--- src/rtl/mux_seq.sv ---
// mux_seq: registered N-channel, W-bit selector with a valid/ready output stage.
// Direct mode picks the channel named by sel_i and flags out-of-range selects.
// Scan mode walks the enabled channels round-robin, starting after the last
// channel issued. Outputs are fully registered.
module mux_seq #(
    parameter int N_CH  = 16,
    parameter int W     = 1,
    parameter int SEL_W = 4
) (
    input  logic              clk_i,
    input  logic              rst_i,
    input  logic [N_CH*W-1:0] in_i,
    input  logic              mode_i,
    input  logic [SEL_W-1:0]  sel_i,
    input  logic [N_CH-1:0]   en_mask_i,
    input  logic              req_i,
    output logic [W-1:0]      out_data_o,
    output logic [SEL_W-1:0]  out_ch_o,
    output logic              out_err_o,
    output logic              out_valid_o,
    input  logic              out_ready_i
);

    localparam int               IW      = SEL_W + 2;
    localparam logic [IW-1:0]    NCH_I   = IW'(N_CH);
    localparam logic [SEL_W:0]   NCH_S   = (SEL_W + 1)'(N_CH);
    localparam logic [SEL_W-1:0] LAST_CH = SEL_W'(N_CH - 1);

    logic [W-1:0]     outData_q, outData_d;
    logic [SEL_W-1:0] outCh_q, outCh_d;
    logic             outErr_q, outErr_d;
    logic             outValid_q, outValid_d;
    logic [SEL_W-1:0] ptr_q, ptr_d;
    logic             prevMode_q, prevMode_d;

    logic             scanRise;
    logic [SEL_W-1:0] basePtr;
    logic [IW-1:0]    startRaw, startIdx;
    logic [N_CH-1:0]  maskRot;
    logic             hitFound;
    logic [IW-1:0]    hitOffset, hitSum, hitWrap;
    logic [SEL_W-1:0] hitIdx;
    logic [W-1:0]     dirData, scanData;
    logic             selInRange;
    logic             slotFree, load;

    // Round-robin search: rotate the mask so the channel after the base pointer
    // sits at bit 0, take the lowest set bit, then map it back to a channel index.
    // A scan capture following a non-scan capture (or reset) restarts from the
    // top so the first scan beat is the lowest enabled channel.
    always_comb begin
        scanRise  = mode_i && !prevMode_q;
        basePtr   = scanRise ? LAST_CH : ptr_q;
        startRaw  = {2'b00, basePtr} + IW'(1);
        startIdx  = (startRaw >= NCH_I) ? (startRaw - NCH_I) : startRaw;
        maskRot   = N_CH'({en_mask_i, en_mask_i} >> startIdx);
        hitFound  = 1'b0;
        hitOffset = '0;
        for (int i = N_CH - 1; i >= 0; i--) begin
            if (maskRot[i]) begin
                hitFound  = 1'b1;
                hitOffset = IW'(i);
            end
        end
        hitSum  = hitOffset + startIdx;
        hitWrap = (hitSum >= NCH_I) ? (hitSum - NCH_I) : hitSum;
        hitIdx  = hitWrap[SEL_W-1:0];
    end

    // Channel data selection for both the direct select and the scan hit.
    always_comb begin
        dirData    = '0;
        scanData   = '0;
        selInRange = ({1'b0, sel_i} < NCH_S);
        for (int c = 0; c < N_CH; c++) begin
            if (SEL_W'(c) == sel_i) begin
                dirData = in_i[c*W +: W];
            end
            if (SEL_W'(c) == hitIdx) begin
                scanData = in_i[c*W +: W];
            end
        end
    end

    // Capture / acceptance control: load a new beat when the slot is free and
    // the active mode has something to issue, otherwise hold or drain the slot.
    always_comb begin
        outData_d  = outData_q;
        outCh_d    = outCh_q;
        outErr_d   = outErr_q;
        outValid_d = outValid_q;
        ptr_d      = ptr_q;
        prevMode_d = prevMode_q;
        slotFree   = !outValid_q || out_ready_i;
        load       = req_i && slotFree && (!mode_i || hitFound);
        if (load) begin
            outValid_d = 1'b1;
            prevMode_d = mode_i;
            if (!mode_i) begin
                outData_d = selInRange ? dirData : '0;
                outCh_d   = sel_i;
                outErr_d  = !selInRange;
            end else begin
                outData_d = scanData;
                outCh_d   = hitIdx;
                outErr_d  = 1'b0;
                ptr_d     = hitIdx;
            end
        end else if (outValid_q && out_ready_i) begin
            outValid_d = 1'b0;
        end
    end

    // State registers with synchronous reset that discards any pending beat.
    always_ff @(posedge clk_i) begin
        if (rst_i) begin
            outData_q  <= '0;
            outCh_q    <= '0;
            outErr_q   <= 1'b0;
            outValid_q <= 1'b0;
            ptr_q      <= LAST_CH;
            prevMode_q <= 1'b0;
        end else begin
            outData_q  <= outData_d;
            outCh_q    <= outCh_d;
            outErr_q   <= outErr_d;
            outValid_q <= outValid_d;
            ptr_q      <= ptr_d;
            prevMode_q <= prevMode_d;
        end
    end

    assign out_data_o  = outData_q;
    assign out_ch_o    = outCh_q;
    assign out_err_o   = outErr_q;
    assign out_valid_o = outValid_q;

endmodule

--- config.mk ---
export PLATFORM = sky130hd
export DESIGN_NAME = mux_seq
export DESIGN_NICKNAME = d
export VERILOG_FILES = /design/src/rtl/mux_seq.sv
export SDC_FILE = /design/constraint.sdc
export NUM_CORES = 1
export LEC_CHECK = 0
export ABC_CLOCK_PERIOD_IN_PS = 7100
export CAP_MARGIN = 15
export CORE_MARGIN = 10
export CORE_UTILIZATION = 55
export CTS_BUF_LIST = sky130_fd_sc_hd__clkbuf_4
export CTS_CLUSTER_DIAMETER = 40
export DETAILED_ROUTE_END_ITERATION = 12
export PLACE_DENSITY = 0.87
export SETUP_SLACK_MARGIN = 0.15
export SKIP_LAST_GASP = 1
export SLEW_MARGIN = 20
export SYNTH_ARGS = -nofsm -noshare
export SYNTH_HDL_FRONTEND = slang
export SYNTH_SLANG_ARGS = --single-unit
--- constraint.sdc ---
create_clock -name clk_i -period 7.1 [get_ports clk_i]
set_input_delay 1.42 -clock clk_i [delete_from_list [all_inputs] [get_ports clk_i]]
set_output_delay 1.42 -clock clk_i [all_outputs]
set_load 0.02 [all_outputs]
### Yosys cells after proc, flatten, opt, wreduce, memory -nomap -nowiden

Index checks and enable logic that the tools add are counted.

* register bits: 11
* latch bits: 0
* memory bits (writable): 0
* ROM bits: 0
* input bits: 41
* output and inout bits: 7
* word-level logic and storage cells: 126
* memories kept: 0

* $add $sub $neg: 4
* $mul: 0
* div/mod/pow operators: 0
* magnitude comparators: 2
* eq/ne operators: 30
* shift-type cells: 1
* multiplexer cells: 71
* bitwise operators: 0
* reductions and logical operators: 13

Operators with widths (number)
* $mux W6: 15
* $eq A4 B4 Y1 const A: 16
* $mux W1: 51
* $eq A3 B4 Y1 const A: 8
* $shr A32 B6 Y16: 1
* $mux W4: 5
* $eq A2 B4 Y1 const A: 4
* $eq A1 B4 Y1 const A: 2
* $logic_not A4 Y1: 2
* $add A6 B6 Y6: 1
* $ge A6 B5 Y1 const B: 1
* $sub A5 B5 Y6 const B: 1
* $add A4 B1 Y5 const B: 1
* $ge A5 B5 Y1 const B: 1
* $logic_and A1 B1 Y1: 4
* $sub A4 B1 Y4 const B: 1
* $logic_not A1 Y1: 3
* $logic_or A1 B1 Y1: 2
* $reduce_and A2 Y1: 1
* $reduce_bool A2 Y1: 1

### Logic depth before layout (Yosys ltp)

Gate-level depths: netlist of the first run.

* depth in word-level cells: 44
* gate-level depth with buffers: 23
* gate-level depth less buffers: 22

### Worst setup path after synthesis of the first run

No wires, ideal clock.

* path kind: input-to-reg
* start point: input mode_i
* end point: register outData_q, in the netlist out_data_o
* data arrival time: 5.633 ns
* data required time: 6.980 ns
* path slack: 1.347 ns
* stages: 20
* buffers on the path: 5
* path through: nand2b_1 clkbuf_1 nand2b_1 ha_1 clkbuf_1 clkbuf_1 clkbuf_1 nor3_1 o41ai_2 o21ai_0 a32oi_1 o21ai_0 a21boi_0 o221ai_1 ha_1 clkbuf_1 mux4_2 mux2i_1 mux2_4 o21ai_1

* longest elaborated chain between the ends: 43

Ends and longest elaborated chain
* start, declared: RTL line 13 `input logic mode_i,`
* $logic_and A1 B1 Y1 *: RTL line 52 `scanRise = mode_i && !prevMode_q;`
* $mux W4 *: RTL line 53 `basePtr = scanRise ? LAST_CH : ptr_q;`
* $add A4 B1 Y5 *: RTL line 54 `startRaw = {2'b00, basePtr} + IW'(1);`
* $sub A5 B5 Y6 or $ge A5 B5 Y1 (tied branches): RTL line 55 `startIdx = (startRaw >= NCH_I) ? (startRaw - NCH_I) : startRaw;`
* $mux W6 *: RTL line 55
* $shr A32 B6 Y16: RTL line 56 `maskRot = N_CH'({en_mask_i, en_mask_i} >> startIdx);`
* $mux W4 (2 in a row): RTL line 60 `if (maskRot[i]) begin`
* $mux W6 (14 in a row): RTL line 60
* $add A6 B6 Y6 *: RTL line 65 `hitSum = hitOffset + startIdx;`
* via hitSum[0]: RTL line 41 `logic [IW-1:0] hitOffset, hitSum, hitWrap;`
* $ge A6 B5 Y1 or $sub A4 B1 Y4 (tied branches): RTL line 66 `hitWrap = (hitSum >= NCH_I) ? (hitSum - NCH_I) : hitSum;`
* $mux W4 *: RTL line 66
* $logic_not A4 Y1: RTL line 79 `if (SEL_W'(c) == hitIdx) begin`
* $mux W1 (15 in a row): RTL line 79
* $mux W1 *: RTL line 79
* $mux W1 *: RTL line 99 `if (!mode_i) begin`
* end signal, assigned: RTL line 124 `outData_q <= outData_d;`
* end, declared: RTL line 29 `logic [W-1:0] outData_q, outData_d;`

Mark *: on every way through the listed nets, which the timed path passes. The rest lies on a longest branch.
A chain may end at the register's enable or synchronous reset.

### Worst setup path in the final report of the first run

* start point: input mode_i
* end point: register outData_q, in the netlist out_data_o

* longest elaborated chain between the ends: 43

Ends and longest elaborated chain (RTL line)
* $logic_and A1 B1 Y1: 52
* $mux W4: 53
* $add A4 B1 Y5: 54
* $sub A5 B5 Y6 or $ge A5 B5 Y1 (tied branches): 55
* $mux W6: 55
* $shr A32 B6 Y16: 56
* $mux W4 (2 in a row): 60
* $mux W6 (14 in a row): 60
* $add A6 B6 Y6: 65
* $ge A6 B5 Y1 or $sub A4 B1 Y4 (tied branches): 66
* $mux W4: 66
* $logic_not A4 Y1: 79
* $mux W1 (16 in a row): 79
* $mux W1: 99

Parallel ways exist; a longest one is shown, timed or not.

==> results of run 1 <==
metrics by stage:
| stage | instances | setup WS [ns] | total power [uW] | util [%] |
|---|---|---|---|---|
| floorplan | 317 | 1.347 | 911.7 | - |
| global route | 405 | 0.3606 | 1293 | 68.65 |
| finish | 405 | 0.7280 | 1212 | 68.65 |
| global placement | 401 | 0.6201 | 1120 | 68.03 |
| detailed placement | 401 | 0.4862 | 1139 | 68.03 |
| CTS | 405 | 0.7620 | 1189 | 68.65 |
flip-flops by register name (all words and copies together), names as in the netlist:
signal,flops
out_ch_o,4
out_data_o,1
out_valid_o,1
prevMode_q,1
ptr_q,4
power breakdown:
part,switching (uW),internal (uW),total (uW)
clock network,23.3,20.9,44.2
registers,14.7,74.8,89.5
logic,615,463,1080
how the worst max path moves through the flow:
stage          startpoint  depth (start not counted)  slack (ns)          to
6_report           mode_i                         21        0.73  out_data_o
5_1_grt            mode_i                         23        0.36  out_data_o
4_1_cts            mode_i                         21        0.76  out_data_o
3_5_place_dp       mode_i                         21        0.49  out_data_o
3_3_place_gp       mode_i                         21        0.62  out_data_o
2_1_floorplan      mode_i                         20        1.35  out_data_o
critical path, stage by stage:
cell and delay [ns]:
sky130_fd_sc_hd__clkdlybuf4s50_1 0.41, sky130_fd_sc_hd__nand2b_1 0.19, sky130_fd_sc_hd__nand2_2 0.16, sky130_fd_sc_hd__ha_1 0.32, sky130_fd_sc_hd__or3_1 0.57, sky130_fd_sc_hd__nand2_8 0.23
sky130_fd_sc_hd__mux4_2 0.53, sky130_fd_sc_hd__a21oi_1 0.15, sky130_fd_sc_hd__o21ai_0 0.17, sky130_fd_sc_hd__o21ai_0 0.21, sky130_fd_sc_hd__a32oi_1 0.07, sky130_fd_sc_hd__o21ai_0 0.17
sky130_fd_sc_hd__a21boi_0 0.10, sky130_fd_sc_hd__o221ai_1 0.22, sky130_fd_sc_hd__ha_1 0.21, sky130_fd_sc_hd__inv_1 0.05, sky130_fd_sc_hd__fa_1 0.62, sky130_fd_sc_hd__mux4_2 0.34
sky130_fd_sc_hd__mux2i_1 0.16, sky130_fd_sc_hd__mux2_4 0.16, sky130_fd_sc_hd__o21ai_1 0.06
cell usage in the layout, fill, tap and decap left out, drive strengths merged, types with 4 or more instances in the layout:
cell type	count
mux4	18
dfxtp	11
o21ai	18
a211oi	4
buf	7
and4	4
nor3	7
nand4	17
o211ai	11
o221ai	5
a21oi	14
clkdlybuf4s50	46
and2	9
nor4	4
nand3	22
ha	5
inv	10
nand2	29
nand2b	6
mux2	8
nor2	21
mux2i	21
a31oi	4
routing by layer:
metal / up-vias / routed length [um]
met5: - / 0
met4: 0 / 206
met3: 29 / 822
met2: 198 / 4098
met1: 1338 / 3261
li1: 1328 / -
kinds of logic after synthesis:
kind of cell	count (synthesis)	synth area share, %
buffers and inverters	32	6.299
and+or+nand+nor	132	27.90
AOI/OAI and AO/OA	83	23.62
xor gates and xnor gates	5	1.723
muxes	47	28.40
other	1	0.1475
DFF	11	8.661
adders and majority gates	6	3.248
cell type report:
cell class / count / area, um2
tap: 52 / 65.06
sequential: 11 / 220.2
timing repair buffer: 53 / 513.0
clock inverter: 1 / 5.005
fill: 352 / 1384
inverter: 11 / 42.54
multi-input combinational: 274 / 2162
clock buffer: 3 / 22.52
==> impl_metrics.toml, run 1 <==
[yosys]
synth-async-reset-ratio_pct = 0
synthFlopType = "sky130_fd_sc_hd__dfxtp_1"
synth_top_area_share_pct = 15.94
synth_top_cells_by_area = "sky130_fd_sc_hd__mux4_2, sky130_fd_sc_hd__dfxtp_1, sky130_fd_sc_hd__mux2i_1"
syn-cell-area_um2 = 2542
synth.ff_latch_count = 11
number_of_warnings_issued_by_yosys = 0
yosys.cell_count.top_type = "sky130_fd_sc_hd__nand2_1"
mappedNetlistNets = 364
post-synth-top-area-cell = "sky130_fd_sc_hd__mux4_2"
post_synth_inst_count = 317
most_used_standard_cells_in_the_synthesized_netlist = "sky130_fd_sc_hd__nand2_1, sky130_fd_sc_hd__nand3_1, sky130_fd_sc_hd__mux2i_1, sky130_fd_sc_hd__nor2_1, sky130_fd_sc_hd__mux4_2"
postSynthAreaPerCell_um2 = 8.020
synth.yosys.seq_area_share_pct = 8.661
synth_edf_count = 0
synth.distinct_cells = 68

[clocking]
cts_inserted_buffers = 3
cts.htree.levels = 1
postCtsSetupRepairBufs = 0
max-clock-path-buffers = 2
clk_pin_slew_ns = 0.08
tritoncts_clock_tree = "done"
hold_buffers = 0
clk_latency_ns = 0.27
cts_resized = 0
cts_root_buf = "sky130_fd_sc_hd__clkbuf_4"
cts.sink_count = 11

[sta]
report.final.setup_viol = 0
final-max-slew-violation-count = 0
worstMarginPinSlew_ns = 0.5984
rsz_0062_raised_after_global_routing = "false"
achievable-frequency_mhz = 156.9
hold_ws_ns = 0.4818
final.period_utilization_pct = 89.75
fin_tns_setup_ns = 0
hold_vio_cnt_final = 0
max_slew_margin_pct = 60.01
fin_skew_ns = 0.004238
min_period_ns = 6.372

[die]
die_area_um2 = 7742
top_level_ports = 48
die_width_um = 87.99
num_rows = 24
floorplan.initialDensity_pct = 57.60
floorplan.die.height_um = 87.99
floorplan.core_area_um2 = 4414

[route]
routed_wire_length_per_instance_um = 20.71
drt-vias-per-instance = 7.143
final_routed_wirelength_across_all_metal_layers_um = 8388
drt-pass1-iter-count = 5
drc_errors = 0
detailroute.via_count = 2893
drt_iter0_drc = 467
drtAntennaViolNets = 0

[global_route]
grt_first_pass_wirelength_um = 13100
globalRoute.busiestLayer = "met2"
first_global_vias = 2714
antenna_found_initial = 0
met2_track_usage_gr_pct = 35.25
maximum_number_of_pins_on_one_net_before_global_route_repair = 33
global_route.overflow_total = 0
grt_use_met1_pct = 24.69
grt_usage_pct = 20.51
grt_util_met3_pct = 5.107

[setup_path]
timing.rr.start = "ptr_q[0]"
rr_worst_depth = 22
r2r_setup_slack_ns = 1.74
crit-reg2reg-capture = "out_data_o"
timing.critical_path.to_type = "flop"
kind_of_start_point_of_the_critical_path = "input port"
worstPathArrival_ns = 6.54
worst_ep_required_time_ns = 7.26
critical_path_peak_fanout = 14
path_type_of_the_worst_setup_path = "input port to flop"

[hold_path]
worst_hold_startpoint = "out_ch_o[3]"
holdPathEnd = "out_ch_o[3]"
hp-class = "flop to flop"
min_delay_path_depth = 2

[power]
power_density_nw_per_um2 = 400.0
cellLeakagePower_uw = 0.001153
irDropWorstVdd_mv = 0.2417

[finish]
antennaDiodeCount = 0
post_route_cells_drive_above_1_share_pct = 14.73
fin_area_um2 = 3030
synthToLayoutAreaGrowth_pct = 19.19
nNetsFinal = 401

[run]
maxCapViolCount = 0

[outcome]
outcome = "finished, final reports clean"

[placement]
port-buffer-count = 46
placed_area_um2 = 3003
place.detailed.hpwl_um = 6791
place.gp.congestion = 0.9406
No activity file was read; power rests on OpenSTA's default activity.
==> inputs of run 2 (changes only) <==
--- a/config.mk
+++ b/config.mk
@@ -7,13 +7,15 @@
 export LEC_CHECK = 0
 export ABC_CLOCK_PERIOD_IN_PS = 7100
 export CAP_MARGIN = 15
+export CELL_PAD_IN_SITES_DETAIL_PLACEMENT = 0
+export CELL_PAD_IN_SITES_GLOBAL_PLACEMENT = 2
 export CORE_MARGIN = 10
-export CORE_UTILIZATION = 55
+export CORE_UTILIZATION = 32
 export CTS_BUF_LIST = sky130_fd_sc_hd__clkbuf_4
 export CTS_CLUSTER_DIAMETER = 40
 export DETAILED_ROUTE_END_ITERATION = 12
 export PLACE_DENSITY = 0.87
-export SETUP_SLACK_MARGIN = 0.15
+export SETUP_SLACK_MARGIN = 0.1
 export SKIP_LAST_GASP = 1
 export SLEW_MARGIN = 20
 export SYNTH_ARGS = -nofsm -noshare
==> run 2 against run 1 <==
Effect of this change:
- register-to-register slack better by 0.03 ns
- clock-buffer cell count stayed put
- critical path depth stayed put
- cell count is 14% higher
- cell area is 3.3% higher
- sequential power is 1% lower
- global-route usage is 5.2 points lower
- critical endpoint unchanged
- largest cell class unchanged
==> impl_metrics.toml, run 2 (synthesized netlist as in run 1, its figures left out) <==
[sta]
fin_skew_ns = 0.004806
hold_vio_cnt_final = 0
achievable-frequency_mhz = 157.2
final.period_utilization_pct = 89.59
worstMarginPinSlew_ns = 0.6501
max_slew_margin_pct = 56.56
fin_tns_setup_ns = 0
post-route-worst-setup-slack_ns = 0.7392
final-max-slew-violation-count = 0
report.final.setup_viol = 0
rsz_0062_raised_after_global_routing = "false"
min_period_ns = 6.361

[clocking]
postCtsSetupRepairBufs = 0
tritoncts_clock_tree = "done"
hold_buffers = 0
cts_root_buf = "sky130_fd_sc_hd__clkbuf_4"
cts_resized = 0
max-clock-path-buffers = 2
cts_inserted_buffers = 3
clk_latency_ns = 0.29
cts.sink_count = 11
cts.htree.levels = 1
clk_pin_slew_ns = 0.09

[run]
maxCapViolCount = 0

[setup_path]
worst_path_largest_cell_delay_ns = 0.67
path_delay_family = "adder cells"
worst_ep_required_time_ns = 7.28
slowest_stage = "sky130_fd_sc_hd__fa_1"
path_type_of_the_worst_setup_path = "input port to flop"
kind_of_start_point_of_the_critical_path = "input port"
timing.critical_path.to_type = "flop"
critical_path_peak_fanout = 14
worstPathArrival_ns = 6.54
number_of_buffers_and_inverters_on_the_critical_path = 2
critical-path-top-cell-by-count = "sky130_fd_sc_hd__o21ai_0"
worstPathCellList = "clkdlybuf4s50_1 > nand2b_1 > nand2_2 > ha_1 > or3_1 > nand2_8 > mux4_2 > a21oi_1 > o21ai_0 > o21ai_0 > a32oi_1 > o21ai_0 > a21boi_0 > o221ai_1 > ha_1 > inv_1 > fa_1 > mux4_2 > mux2i_1 > mux2_4 > o21ai_1"

[die]
die_width_um = 109.1
floorplan.core_area_um2 = 7727
floorplan.initialDensity_pct = 32.90
num_rows = 32
floorplan.die.height_um = 109.1
top_level_ports = 48
die_area_um2 = 11910

[placement]
place.gp.congestion = 0.9206
pre_cts_ws_ns = 0.4563
port-buffer-count = 46
place.detailed.hpwl_um = 7367

[finish]
commonest_non_fill_non_tap_cell_in_the_layout = "sky130_fd_sc_hd__clkdlybuf4s50_1"
nNetsFinal = 406
antennaDiodeCount = 0
most-common-layout-cells = "sky130_fd_sc_hd__clkdlybuf4s50_1, sky130_fd_sc_hd__nand2_1, sky130_fd_sc_hd__nand3_1"
synthToLayoutAreaGrowth_pct = 23.13
post_route_cells_drive_above_1_share_pct = 15.92
nFillCells = 777

[power]
cellLeakagePower_uw = 0.001179
power.internal_uw = 573.9
share_of_power_burned_in_combinational_logic_pct = 89.1
power_switching_uw = 679.7
irDropWorstVdd_mv = 0.1771
power_density_nw_per_um2 = 400.5
clock_power_share_pct = 3.8
power.share.sequential_pct = 7.1
sw_frac_of_total_pct = 54.22

[global_route]
first_global_vias = 2892
maximum_number_of_pins_on_one_net_before_global_route_repair = 26
grt_first_pass_wirelength_um = 14680
global_route.overflow_total = 0
grt_usage_pct = 15.26
antenna_found_initial = 0

[route]
final_routed_wirelength_across_all_metal_layers_um = 9169
drt_iter0_drc = 172
drt-vias-per-instance = 6.189
drc_errors = 0
routed_wire_length_per_instance_um = 19.93
detailroute.via_count = 2847
drt-pass1-iter-count = 5
drtAntennaViolNets = 0

[outcome]
outcome = "finished, final reports clean"

[hold_path]
hp-class = "flop to flop"
[run 2: cell types whose count changed in the layout (fill, tap and decap cells not counted), sizes merged]
cell  before  now
buf        7   12
[run 2: power by group through the flow]
| stage | Combinational [uW] | Sequential (uW) | Clock [uW] |
|---|---|---|---|
| detailed placement | 1100 | 88.9 | 0 |
| finish | 1120 | 88.6 | 47.8 |
| floorplan | 820 | 91.3 | 0 |
| CTS | 1100 | 88.1 | 48.5 |
| global route | 1220 | 90.5 | 51.5 |
| global placement | 1110 | 89.4 | 0 |
[run 2: area by class of cell]
class                      instances  area (um2)  area share (%)
clock inverter                     1       5.005          0.1599
clock buffer                       3       22.52          0.7194
tap                              102       127.6           4.077
timing repair buffer              58       550.5           17.59
sequential                        11       220.2           7.034
inverter                          11       42.54           1.359
multi-input combinational        274        2162           69.06
[run 2: final timing paths]
| path | from | to | slack, ns | depth (start not counted) |
|---|---|---|---|---|
| worst max-delay path | mode_i | out_data_o | 0.74 | 21 |
| worst min-delay path | out_ch_o[3] | out_ch_o[3] | 0.49 | 2 |
| worst max register to register | ptr_q[0] | out_data_o | 1.77 | 20 |
| worst min register to register | out_ch_o[3] | out_ch_o[3] | 0.49 | 2 |
[run 2: per-stage QoR]
step	hold WS, ns	total power (uW)	area (um2)	utilization (%)	cells
4_1_cts	0.4859	1239	3131	40.51	460
5_1_grt	0.5039	1359	3131	40.51	460
3_3_place_gp	0.4655	1196	3103	40.16	456
2_1_floorplan	0.4585	911.7	2542	-	317
3_5_place_dp	0.4675	1184	3103	40.16	456
6_report	0.4898	1254	3131	40.51	460
[run 2: per-layer routing]
layer	up-vias	global-route usage [%]	wire length (um)
li1	1335	-	-
met1	1328	17.82	3690
met2	155	26.09	4318
met3	29	4.071	840
met4	0	5.744	320
met5	-	0	0
[run 2: tightest hold or removal path, stage by stage, from the launching register on]
cell and delay, ns:
sky130_fd_sc_hd__dfxtp_1 0.32, sky130_fd_sc_hd__nand2b_1 0.06, sky130_fd_sc_hd__a21oi_1 0.06
